--- config.mk ---
export PLATFORM = sky130hd
export DESIGN_NAME = mtx_dispatch
export DESIGN_NICKNAME = d
export VERILOG_FILES = /design/src/rtl/mtx_pkg.sv /design/src/rtl/mtx_rr_arb.sv /design/src/rtl/mtx_dispatch.sv
export SDC_FILE = /design/constraint.sdc
export NUM_CORES = 1
export LEC_CHECK = 0
export CAP_MARGIN = 20
export CELL_PAD_IN_SITES_DETAIL_PLACEMENT = 1
export CELL_PAD_IN_SITES_GLOBAL_PLACEMENT = 1
export CORE_UTILIZATION = 40
export DETAILED_ROUTE_END_ITERATION = 16
export GPL_TIMING_DRIVEN = 1
export HOLD_SLACK_MARGIN = 0.1
export MAX_ROUTING_LAYER = met4
export PLACE_DENSITY = 0.88
export SLEW_MARGIN = 20
export SYNTH_ARGS = -nofsm -noshare
export SYNTH_HDL_FRONTEND = slang
export SYNTH_SLANG_ARGS = --single-unit
--- constraint.sdc ---
create_clock -name sys_clk -period 6.3 [get_ports sys_clk]
set_input_delay 1.26 -clock sys_clk [delete_from_list [all_inputs] [get_ports sys_clk]]
set_output_delay 1.26 -clock sys_clk [all_outputs]
set_load 0.05 [all_outputs]
--- src/rtl/mtx_pkg.sv ---
// Shared FSM state type and width helpers for the matrix job dispatcher.
package mtx_pkg;

   typedef enum logic [1:0] {
      IDLE  = 2'd0,
      SEND  = 2'd1,
      DRAIN = 2'd2
   } state_t;

   // Width of a credit counter that must hold 0..max_jobs inclusive.
   function automatic int credit_w(input int max_jobs);
      return $clog2(max_jobs + 1);
   endfunction

   function automatic int sel_w(input int num_ch);
      return (num_ch > 1) ? $clog2(num_ch) : 1;
   endfunction

endpackage

--- src/rtl/mtx_rr_arb.sv ---
// Combinational round-robin picker: first eligible channel at or after rr_ptr,
// wrapping to the lowest eligible channel when nothing at/above rr_ptr is set.
module mtx_rr_arb
   import mtx_pkg::*;
#(
   parameter  int NUM_CH = 32,
   localparam int SEL_W  = sel_w(NUM_CH)
) (
   input  logic [NUM_CH-1:0] eligible,
   input  logic [SEL_W-1:0]  rr_ptr,
   output logic              grant_valid,
   output logic [SEL_W-1:0]  grant
);

   logic [NUM_CH-1:0] upper_mask;
   logic [NUM_CH-1:0] upper_req;

   always_comb begin
      upper_mask = '0;
      for (int i = 0; i < NUM_CH; i++) begin
         upper_mask[i] = (SEL_W'(i) >= rr_ptr);
      end
   end

   assign upper_req = eligible & upper_mask;

   // Descending scan so the lowest matching index is the one that sticks.
   always_comb begin
      grant_valid = |eligible;
      grant       = '0;
      if (|upper_req) begin
         for (int i = NUM_CH - 1; i >= 0; i--) begin
            if (upper_req[i]) grant = SEL_W'(i);
         end
      end else begin
         for (int i = NUM_CH - 1; i >= 0; i--) begin
            if (eligible[i]) grant = SEL_W'(i);
         end
      end
   end

endmodule

--- src/rtl/mtx_dispatch.sv ---
// Job distributor: picks a channel per job round-robin among channels with credit,
// forwards the job's beats through a one-entry output register. Optional counters: MTX_DISPATCH_STATS_EN.
module mtx_dispatch
   import mtx_pkg::*;
#(
   parameter int NUM_CH     = 32,
   parameter int DATA_WIDTH = 32,
   parameter int MAX_JOBS   = 4
) (
   input  logic                  sys_clk,
   input  logic                  sys_rst_n,
   input  logic                  test_mode_en,
   input  logic                  in_valid,
   output logic                  in_ready,
   input  logic [DATA_WIDTH-1:0] in_data,
   input  logic                  in_last,
   output logic [NUM_CH-1:0]     out_valid,
   input  logic [NUM_CH-1:0]     out_ready,
   output logic [DATA_WIDTH-1:0] out_data,
   output logic                  out_last,
   input  logic [NUM_CH-1:0]     credit_ret,
   output logic                  busy,
   output logic                  err_credit_ovf,
   output logic [1:0]            dbg_state
`ifdef MTX_DISPATCH_STATS_EN
   ,
   output logic [31:0]           stat_jobs,
   output logic [31:0]           stat_stall
`endif
);

   localparam int                  CREDIT_W   = credit_w(MAX_JOBS);
   localparam int                  SEL_W      = sel_w(NUM_CH);
   localparam logic [CREDIT_W-1:0] CREDIT_MAX = CREDIT_W'(MAX_JOBS);
   localparam logic [SEL_W-1:0]    LAST_CH    = SEL_W'(NUM_CH - 1);

   state_t                  state, state_nxt;
   logic [SEL_W-1:0]        sel, sel_nxt;
   logic [SEL_W-1:0]        rr_ptr, rr_ptr_nxt;
   logic [CREDIT_W-1:0]     credit [NUM_CH];
   logic [NUM_CH-1:0]       eligible;
   logic [NUM_CH-1:0]       consume;
   logic                    grant_valid;
   logic [SEL_W-1:0]        grant;
   logic                    obuf_valid;
   logic [DATA_WIDTH-1:0]   obuf_data;
   logic                    obuf_last;
   logic                    accept;
   logic                    pop;

   always_comb begin
      eligible = '0;
      for (int ch = 0; ch < NUM_CH; ch++) begin
         eligible[ch] = (credit[ch] != '0) && (!test_mode_en || (ch == 0));
      end
   end

   mtx_rr_arb #(.NUM_CH(NUM_CH)) u_arb (
      .eligible    (eligible),
      .rr_ptr      (rr_ptr),
      .grant_valid (grant_valid),
      .grant       (grant)
   );

   // Handshakes: a beat moves on a rising edge where valid and ready are both high.
   assign pop    = obuf_valid && out_ready[sel];
   assign accept = in_valid && in_ready;

   always_comb begin
      state_nxt  = state;
      sel_nxt    = sel;
      rr_ptr_nxt = rr_ptr;
      consume    = '0;
      in_ready   = 1'b0;
      unique case (state)
         IDLE: begin
            if (in_valid && grant_valid) begin
               sel_nxt        = grant;
               consume[grant] = 1'b1;
               state_nxt      = SEND;
            end
         end
         SEND: begin
            in_ready = !obuf_valid || out_ready[sel];
            if (in_valid && in_ready && in_last) state_nxt = DRAIN;
         end
         DRAIN: begin
            if (!obuf_valid || pop) begin
               rr_ptr_nxt = (sel == LAST_CH) ? '0 : sel + 1'b1;
               state_nxt  = IDLE;
            end
         end
         default: state_nxt = IDLE;
      endcase
   end

   always_ff @(posedge sys_clk or negedge sys_rst_n) begin
      if (!sys_rst_n) begin
         state  <= IDLE;
         sel    <= '0;
         rr_ptr <= '0;
      end else begin
         state  <= state_nxt;
         sel    <= sel_nxt;
         rr_ptr <= rr_ptr_nxt;
      end
   end

   // A consume and a return on the same channel cancel; a return at full credit is dropped.
   always_ff @(posedge sys_clk or negedge sys_rst_n) begin
      if (!sys_rst_n) begin
         for (int ch = 0; ch < NUM_CH; ch++) credit[ch] <= CREDIT_MAX;
         err_credit_ovf <= 1'b0;
      end else begin
         for (int ch = 0; ch < NUM_CH; ch++) begin
            if (consume[ch] && !credit_ret[ch]) begin
               credit[ch] <= credit[ch] - 1'b1;
            end else if (credit_ret[ch] && !consume[ch]) begin
               if (credit[ch] == CREDIT_MAX) err_credit_ovf <= 1'b1;
               else                          credit[ch] <= credit[ch] + 1'b1;
            end
         end
      end
   end

   always_ff @(posedge sys_clk or negedge sys_rst_n) begin
      if (!sys_rst_n) begin
         obuf_valid <= 1'b0;
         obuf_data  <= '0;
         obuf_last  <= 1'b0;
      end else if (accept) begin
         obuf_valid <= 1'b1;
         obuf_data  <= in_data;
         obuf_last  <= in_last;
      end else if (pop) begin
         obuf_valid <= 1'b0;
      end
   end

   always_comb begin
      out_valid = '0;
      if (obuf_valid) out_valid[sel] = 1'b1;
   end

   assign out_data  = obuf_data;
   assign out_last  = obuf_last;
   assign busy      = (state != IDLE) || obuf_valid;
   assign dbg_state = state;

`ifdef MTX_DISPATCH_STATS_EN
   always_ff @(posedge sys_clk or negedge sys_rst_n) begin
      if (!sys_rst_n) begin
         stat_jobs  <= '0;
         stat_stall <= '0;
      end else if (state == IDLE && in_valid) begin
         if (grant_valid) stat_jobs  <= stat_jobs + 32'd1;
         else             stat_stall <= stat_stall + 32'd1;
      end
   end
`endif

endmodule

* Yosys cells after proc, flatten, opt, wreduce, memory -nomap -nowiden
Cells that the tools add are included.
** Word-level totals
- Register bits after elaboration :: 143
- Word-level logic and storage cells :: 760
- Output and inout bits :: 70
- Input bits :: 101
** Cells by class
- Reductions and logical operators :: 275
- Equality and inequality tests :: 70
- Mux-type cells :: 274
- $add $sub $neg :: 65
- Bitwise gates (word level) :: 1
- Order comparisons :: 36
** Operator list (number)
- $mux 5 :: 66
- $mux 3 :: 96
- $logic_and 1x1->1 :: 102
- $mux 1 :: 102
- $add 3x1->3 const B :: 32
- $eq 3x3->1 const B :: 32
- $mux 32 :: 3
- $reduce_bool 3->1 :: 32
- $sub 3x1->3 const B :: 32
- $ge 5x5->1 const A :: 16
- $ne 2x2->1 const B :: 35
- $reduce_and 2->1 :: 34
- $reduce_bool 2->1 :: 34
- $logic_not 1->1 :: 66
- $reduce_or 32->1 :: 2
- $ge 4x5->1 const A :: 8
- $and 32x32->32 :: 1
- $ge 3x5->1 const A :: 4
- $lt 5x6->1 const B :: 2
- $demux 1 s5 :: 2
- $ge 1x5->1 const A :: 2
- $ge 2x5->1 const A :: 2
- $ge 5x1->1 const B :: 2
- $mux 2 :: 3
- 9 further kinds :: 11

* Longest topological paths before layout
- Word-level depth :: 139
- Depth in mapped cells :: 22
- Gate-level depth less buffers :: 16

* Modules after synthesis
From an unflattened synthesis, not the netlist that was laid out.
** Unflattened totals
- Cells, all modules :: 1361
- Area, all modules :: 11363.4 sq um
** By module, submodules not included
- mtx_dispatch :: cells each 1126, seq. area each 3618.5 sq um, area an instance 9963.3 sq um, times used 1
- mtx_rr_arb :: cells each 235, seq. area each 0.0 sq um, area an instance 1400.1 sq um, times used 1

* Worst setup path after synthesis
No wires, ideal clock.
- Path kind :: in2reg
- Start :: input test_mode_en
- End :: register credit[83] (netlist name)
- Slack :: 1.528 ns
- Buffers on the path :: 7
- Data required time :: 6.215 ns
- Arrival :: 4.686 ns
- Cell stages on the path :: 21
- Cells stage by stage :: buf_4 > buf_6 > buf_6 > buf_6 > buf_6 > buf_6 > nor2_1 > nor3_1 > o221ai_1 > a2111oi_0 > nor2_2 > o32ai_4 > buf_6 > nor3b_2 > ha_1 > inv_1 > fa_1 > a211oi_1 > a21oi_1 > o21ai_0 > o31ai_1
** On the way
- Cells in the longest elaborated chain, start to end :: 46
- Elaborated cells on any way between the ends :: 115
** RTL lines
- start, declared :: RTL line mtx_dispatch.sv:12 : input logic test_mode_en,
- $logic_not 1->1 (*) :: RTL line mtx_dispatch.sv:54 : eligible[ch] = (credit[ch] != '0) && (!test_mode_en || (ch == 0));
- $logic_and 1x1->1 :: RTL line mtx_dispatch.sv:54
- $and 32x32->32 :: RTL line mtx_rr_arb.sv:25 : assign upper_req = eligible & upper_mask;
- $mux 5 (32 in series) :: RTL line mtx_rr_arb.sv:33 : if (upper_req[i]) grant = SEL_W'(i);
- $mux 5 :: RTL line mtx_rr_arb.sv:31 : if (|upper_req) begin
- $lt 5x6->1 (not written as such) / $ge 5x1->1 (equally long branches) :: RTL line mtx_dispatch.sv:79 : consume[grant] = 1'b1;
- $logic_and 1x1->1 (not written as such) :: RTL line mtx_dispatch.sv:79
- $mux 1 (not written as such) :: RTL line mtx_dispatch.sv:79
- $demux 1 s5 :: RTL line mtx_dispatch.sv:79
- $mux 32 (*) :: RTL line mtx_dispatch.sv:77 : if (in_valid && grant_valid) begin
- $mux 32 (*) :: RTL line mtx_dispatch.sv:75 : unique case (state)
- $logic_not 1->1 :: RTL line mtx_dispatch.sv:118 : end else if (credit_ret[ch] && !consume[ch]) begin
- $logic_and 1x1->1 :: RTL line mtx_dispatch.sv:118
- $reduce_bool 2->1 (no source line)
- $reduce_and 2->1 (no source line)
- end signal, assigned by index :: RTL line mtx_dispatch.sv:117 : credit[ch] <= credit[ch] - 1'b1;
- end signal, assigned by index :: RTL line mtx_dispatch.sv:120 : else credit[ch] <= credit[ch] + 1'b1;
- end, declared :: RTL line mtx_dispatch.sv:40 : logic [CREDIT_W-1:0] credit [NUM_CH];
Mark *: on every way between the ends. The rest lies on a longest branch, timed or not.
A chain may end at the register's enable or synchronous reset.

* Worst setup path after layout
- Start :: input test_mode_en
- End :: register err_credit_ovf
** On the way
- Cells in the longest elaborated chain, start to end :: 139
- Elaborated cells on any way between the ends :: 299
** RTL lines
- $logic_not 1->1 (*) :: RTL line mtx_dispatch.sv:54
- $logic_and 1x1->1 :: RTL line mtx_dispatch.sv:54
- $and 32x32->32 :: RTL line mtx_rr_arb.sv:25
- $mux 5 (32 in series) :: RTL line mtx_rr_arb.sv:33
- $mux 5 :: RTL line mtx_rr_arb.sv:31
- $lt 5x6->1 (not written as such) / $ge 5x1->1 (equally long branches) :: RTL line mtx_dispatch.sv:79
- $logic_and 1x1->1 (not written as such) :: RTL line mtx_dispatch.sv:79
- $mux 1 (not written as such) :: RTL line mtx_dispatch.sv:79
- [92 not listed]
- $mux 1 :: RTL line mtx_dispatch.sv:118
- $mux 1 :: RTL line mtx_dispatch.sv:116 : if (consume[ch] && !credit_ret[ch]) begin
- $mux 1 :: RTL line mtx_dispatch.sv:119 : if (credit[ch] == CREDIT_MAX) err_credit_ovf <= 1'b1;
- $mux 1 :: RTL line mtx_dispatch.sv:118
- $mux 1 :: RTL line mtx_dispatch.sv:116
- $mux 1 :: RTL line mtx_dispatch.sv:119
- $mux 1 :: RTL line mtx_dispatch.sv:118
- $mux 1 (*) :: RTL line mtx_dispatch.sv:116
- end signal, assigned :: RTL line mtx_dispatch.sv:113 : err_credit_ovf <= 1'b0;
- end signal, assigned :: RTL line mtx_dispatch.sv:119
- end, declared :: RTL line mtx_dispatch.sv:23 : output logic err_credit_ovf,
Marks and branches as above.

==> out/results.tsv <==
stage	metric	value	unit
clocking	number of gates resized after cts	0	
place	number of port buffers	170	
clocking	# H-tree levels	4	
logic_synthesis	cell count after synthesis	1316	
timing	Max Fclk	182	MHz
timing	sum of negative setup slack	0	ns
clocking	CTS tree	yes	
logic_synthesis	asr flop ratio synth	100	%
global_routing	All-Layer GR Usage	29.1	%
floorplan	Core Region	0.0289	mm²
detailed_routing	Pre-Repair DR Iteration Count	4	
global_routing	pin count of the biggest net entering global routing	94	
logic_synthesis	cell types with the largest area share after synthesis	sky130_fd_sc_hd__dfrtp_1 (23%), sky130_fd_sc_hd__ha_1 (7.3%), sky130_fd_sc_hd__dfstp_2 (7.1%), sky130_fd_sc_hd__fa_1 (5.4%), sky130_fd_sc_hd__inv_1 (5.3%)	
timing	Slew Viols, Final	0	
floorplan	horizontal die dimension	174	µm
power	highest ir drop seen on vdd	218	µV
layout	final standard cell count with taps included and fillers excluded	1885	
logic_synthesis	Synthesized Nets	1518	
logic_synthesis	synthesis-stage register bit count	143	
logic_synthesis	number of enable-type register cells in the synthesized netlist	0	
power	power density of the placed cells	499	mW/mm²
logic_synthesis	flip-flop cell with the highest count after synthesis	sky130_fd_sc_hd__dfrtp_1	
clocking	CTS Sinks	143	
global_routing	total overflow reported by the global router	0	
timing	number of setup violations in the final report	0	
timing	worst slew slack as a fraction of its limit	30.7	%
timing	setup skew after layout	0.0151	ns
floorplan	Site Rows	62	
place	HPWL reported at the end of detailed placement	31300	µm
clocking	Bufs on Longest Clock Path	2	
floorplan	DIE HEIGHT	174	µm
detailed_routing	total vias in the final route	11263	
clocking	CTS buffer count	17	
global_routing	initial antenna violation count	1	
place	global placer's final weighted congestion	0.970	
layout	final net count	1689	
logic_synthesis	area of the mapped netlist	0.0118	mm²
timing	Final Hold Fails	0	
detailed_routing	count of unresolved DRC violations after routing	0	
detailed_routing	Initial DRC Count	723	
hold_path	Min-Delay Path Class	flop to flop	
clocking	setup fix buffers added after clock tree synthesis	0	
floorplan	initial core utilization	40.9	%
logic_synthesis	fraction of the yosys area taken by sequential cells	30.6	%
worst_setup_path	critical path startpoint category	input port	
clocking	CTS root buffer	sky130_fd_sc_hd__clkbuf_16	
run_status	run status	complete, no violations	
timing	hold slack final	0.506	ns
global_routing	vias in the first global route	12047	
layout	share of layout cells above drive strength 1	12.5	%
clocking	worst-skew pair later-pin latency	0.46	ns
place	Placed Instances	1852	
clocking	clock slew seen by the registers of the worst setup and hold paths	0.06	ns
flow_run	number of max-capacitance violations reported	0	
worst_setup_path	critical path fanouts, max	34	
logic_synthesis	largest area contributor in the synthesized netlist	sky130_fd_sc_hd__dfrtp_1	
global_routing	wire length of the first global-routing pass	67400	µm
power	Pleak	5.91	nW
detailed_routing	final wirelength	41800	µm
worst_setup_path	data arrival time of the worst path	5.80	ns
logic_synthesis	Synth Area per Inst	9.00	µm²
floorplan	number of top-level pins	171	
detailed_routing	per-cell routed wire length	22.2	µm
worst_setup_path	critical path start-end classification	input port to flop	
worst_setup_path	type of element capturing the critical path	flop	
logic_synthesis	top-area cell type share of the netlist area	23.5	%
timing	RSZ-0062 raised after global routing	no	
detailed_routing	number of vias per cell after detailed routing	5.98	
floorplan	DIE AREA	0.0303	mm²
layout	fillcell total	3384	
logic_synthesis	count of distinct cell types in the synthesized netlist	93	
layout	area growth from synthesis to layout	22.9	%
timing	portion of the clock cycle consumed by the worst path in the final layout	87.1	%
logic_synthesis	Ys Warns	0	
clocking	number of buffers inserted for hold repair after clock tree synthesis	0	
timing	final critical path time including I/O delays and setup	5.49	ns
timing	worst slew pin tran	1.03	ns
detailed_routing	antenna-violating nets left	0	
worst_setup_path	Critical Path RT	6.61	ns
## worst max-delay path: stages
cell and delay (ns):
sky130_fd_sc_hd__buf_2 0.43, sky130_fd_sc_hd__buf_12 0.23, sky130_fd_sc_hd__a21oi_1 0.08, sky130_fd_sc_hd__a211oi_2 0.29
sky130_fd_sc_hd__or3b_4 0.46, sky130_fd_sc_hd__nor4b_4 0.40, sky130_fd_sc_hd__nand2_1 0.39, sky130_fd_sc_hd__nand2_1 0.25
sky130_fd_sc_hd__buf_4 0.36, sky130_fd_sc_hd__and3_1 0.22, sky130_fd_sc_hd__ha_1 0.25, sky130_fd_sc_hd__inv_1 0.11
sky130_fd_sc_hd__nand2_1 0.11, sky130_fd_sc_hd__nor3_1 0.06, sky130_fd_sc_hd__a22oi_1 0.28, sky130_fd_sc_hd__nand4_1 0.15
sky130_fd_sc_hd__nor4_1 0.29, sky130_fd_sc_hd__nand3_1 0.14
## sequential cells by signal (all words and copies together) (netlist names)
register and count:
out_last 1, rr_ptr 5, sel 5, obuf_valid 1
credit 96, dbg_state 2, out_data 32, err_credit_ovf 1
## final timing paths
| kind | startpoint | slack [ns] | cells past startpoint | end |
|---|---|---|---|---|
| max | test_mode_en | 0.81 | 18 | err_credit_ovf |
| min | out_data[19] | 0.51 | 1 | out_data[19] |
| max reg2reg | credit[49] | 0.98 | 17 | err_credit_ovf |
| min reg2reg | out_data[19] | 0.51 | 1 | out_data[19] |
| max in group asynchronous | sys_rst_n | 4.10 | 2 | out_data[14] |
| min in group asynchronous | sys_rst_n | 0.94 | 1 | credit[3] |
## routing by layer
| metal | routed length [µm] | track usage, % |
|---|---|---|
| met2 | 21400 | 50.1 |
| met1 | 17100 | 34.3 |
| met5 | 0 | - |
| met3 | 2130 | 4.53 |
| met4 | 1210 | 10.5 |
## layout by cell type, fill, tap and decap left out, drive strengths merged, types with 34 or more instances in the layout
| cell type | count |
|---|---|
| nand2 | 50 |
| dfrtp | 111 |
| nor2 | 109 |
| inv | 177 |
| mux2 | 35 |
| xor2 | 34 |
| nor3 | 86 |
| o21ai | 88 |
| ha | 69 |
| o31ai | 36 |
| clkdlybuf4s50 | 168 |
| a21oi | 83 |
## per-stage QoR
stage,utilization (%),setup WS (ns),total power [mW],instance area [µm²]
CTS,50.3,0.887,7.23,14500
floorplan,-,1.53,4.67,11800
detailed placement,48.1,0.530,6.00,13900
global route,50.3,0.490,7.70,14500
global placement,48.1,0.721,5.77,13900
finish,50.3,0.810,7.26,14500
## cell type report
| class | instances | area, µm² | area share (%) |
|---|---|---|---|
| multi-input combinational | 968 | 7320 | 50.3 |
| sequential | 143 | 3620 | 24.9 |
| timing repair buffer | 189 | 1850 | 12.7 |
| inverter | 168 | 631 | 4.33 |
| tap | 384 | 480 | 3.30 |
| clock buffer | 17 | 425 | 2.92 |
| clock inverter | 15 | 215 | 1.48 |
| antenna | 1 | 2.50 | 0.0172 |
## synthesized netlist by cell type (all sizes together), types with 9 or more instances
| cell | n |
|---|---|
| nand4 | 27 |
| buf | 30 |
| mux2 | 35 |
| a31oi | 32 |
| a311o | 18 |
| dfstp | 32 |
| o31ai | 36 |
| a22oi | 14 |
| a211oi | 27 |
| inv | 168 |
| xor2 | 34 |
| nor2 | 109 |
| o211ai | 23 |
| nand3 | 25 |
| ha | 69 |
| or3 | 28 |
| mux4 | 9 |
| a21oi | 83 |
| fa | 32 |
| and3 | 17 |
| o21ai | 88 |
| nor3 | 86 |
| dfrtp | 111 |
| nand2 | 50 |
## report_power, final
part	switching (mW)	leakage (nW)	internal [mW]	total, mW
clock network	0.501	0.315	0.646	1.15
registers	0.635	1.66	1.46	2.09
logic	2.56	3.93	1.46	4.02
total	3.69	5.91	3.56	7.26
## cell families after synthesis
kind of cell    count (synthesis)  synth area share (%)
compound gates                394                  22.9
simple gates                  393                  18.5
buf+inv                       205                  7.57
flops                         143                  30.6
fa+ha+maj                     101                  12.7
mux                            45                  5.13
xor+xnor                       35                  2.59
No activity file was read; power rests on OpenSTA's default activity.
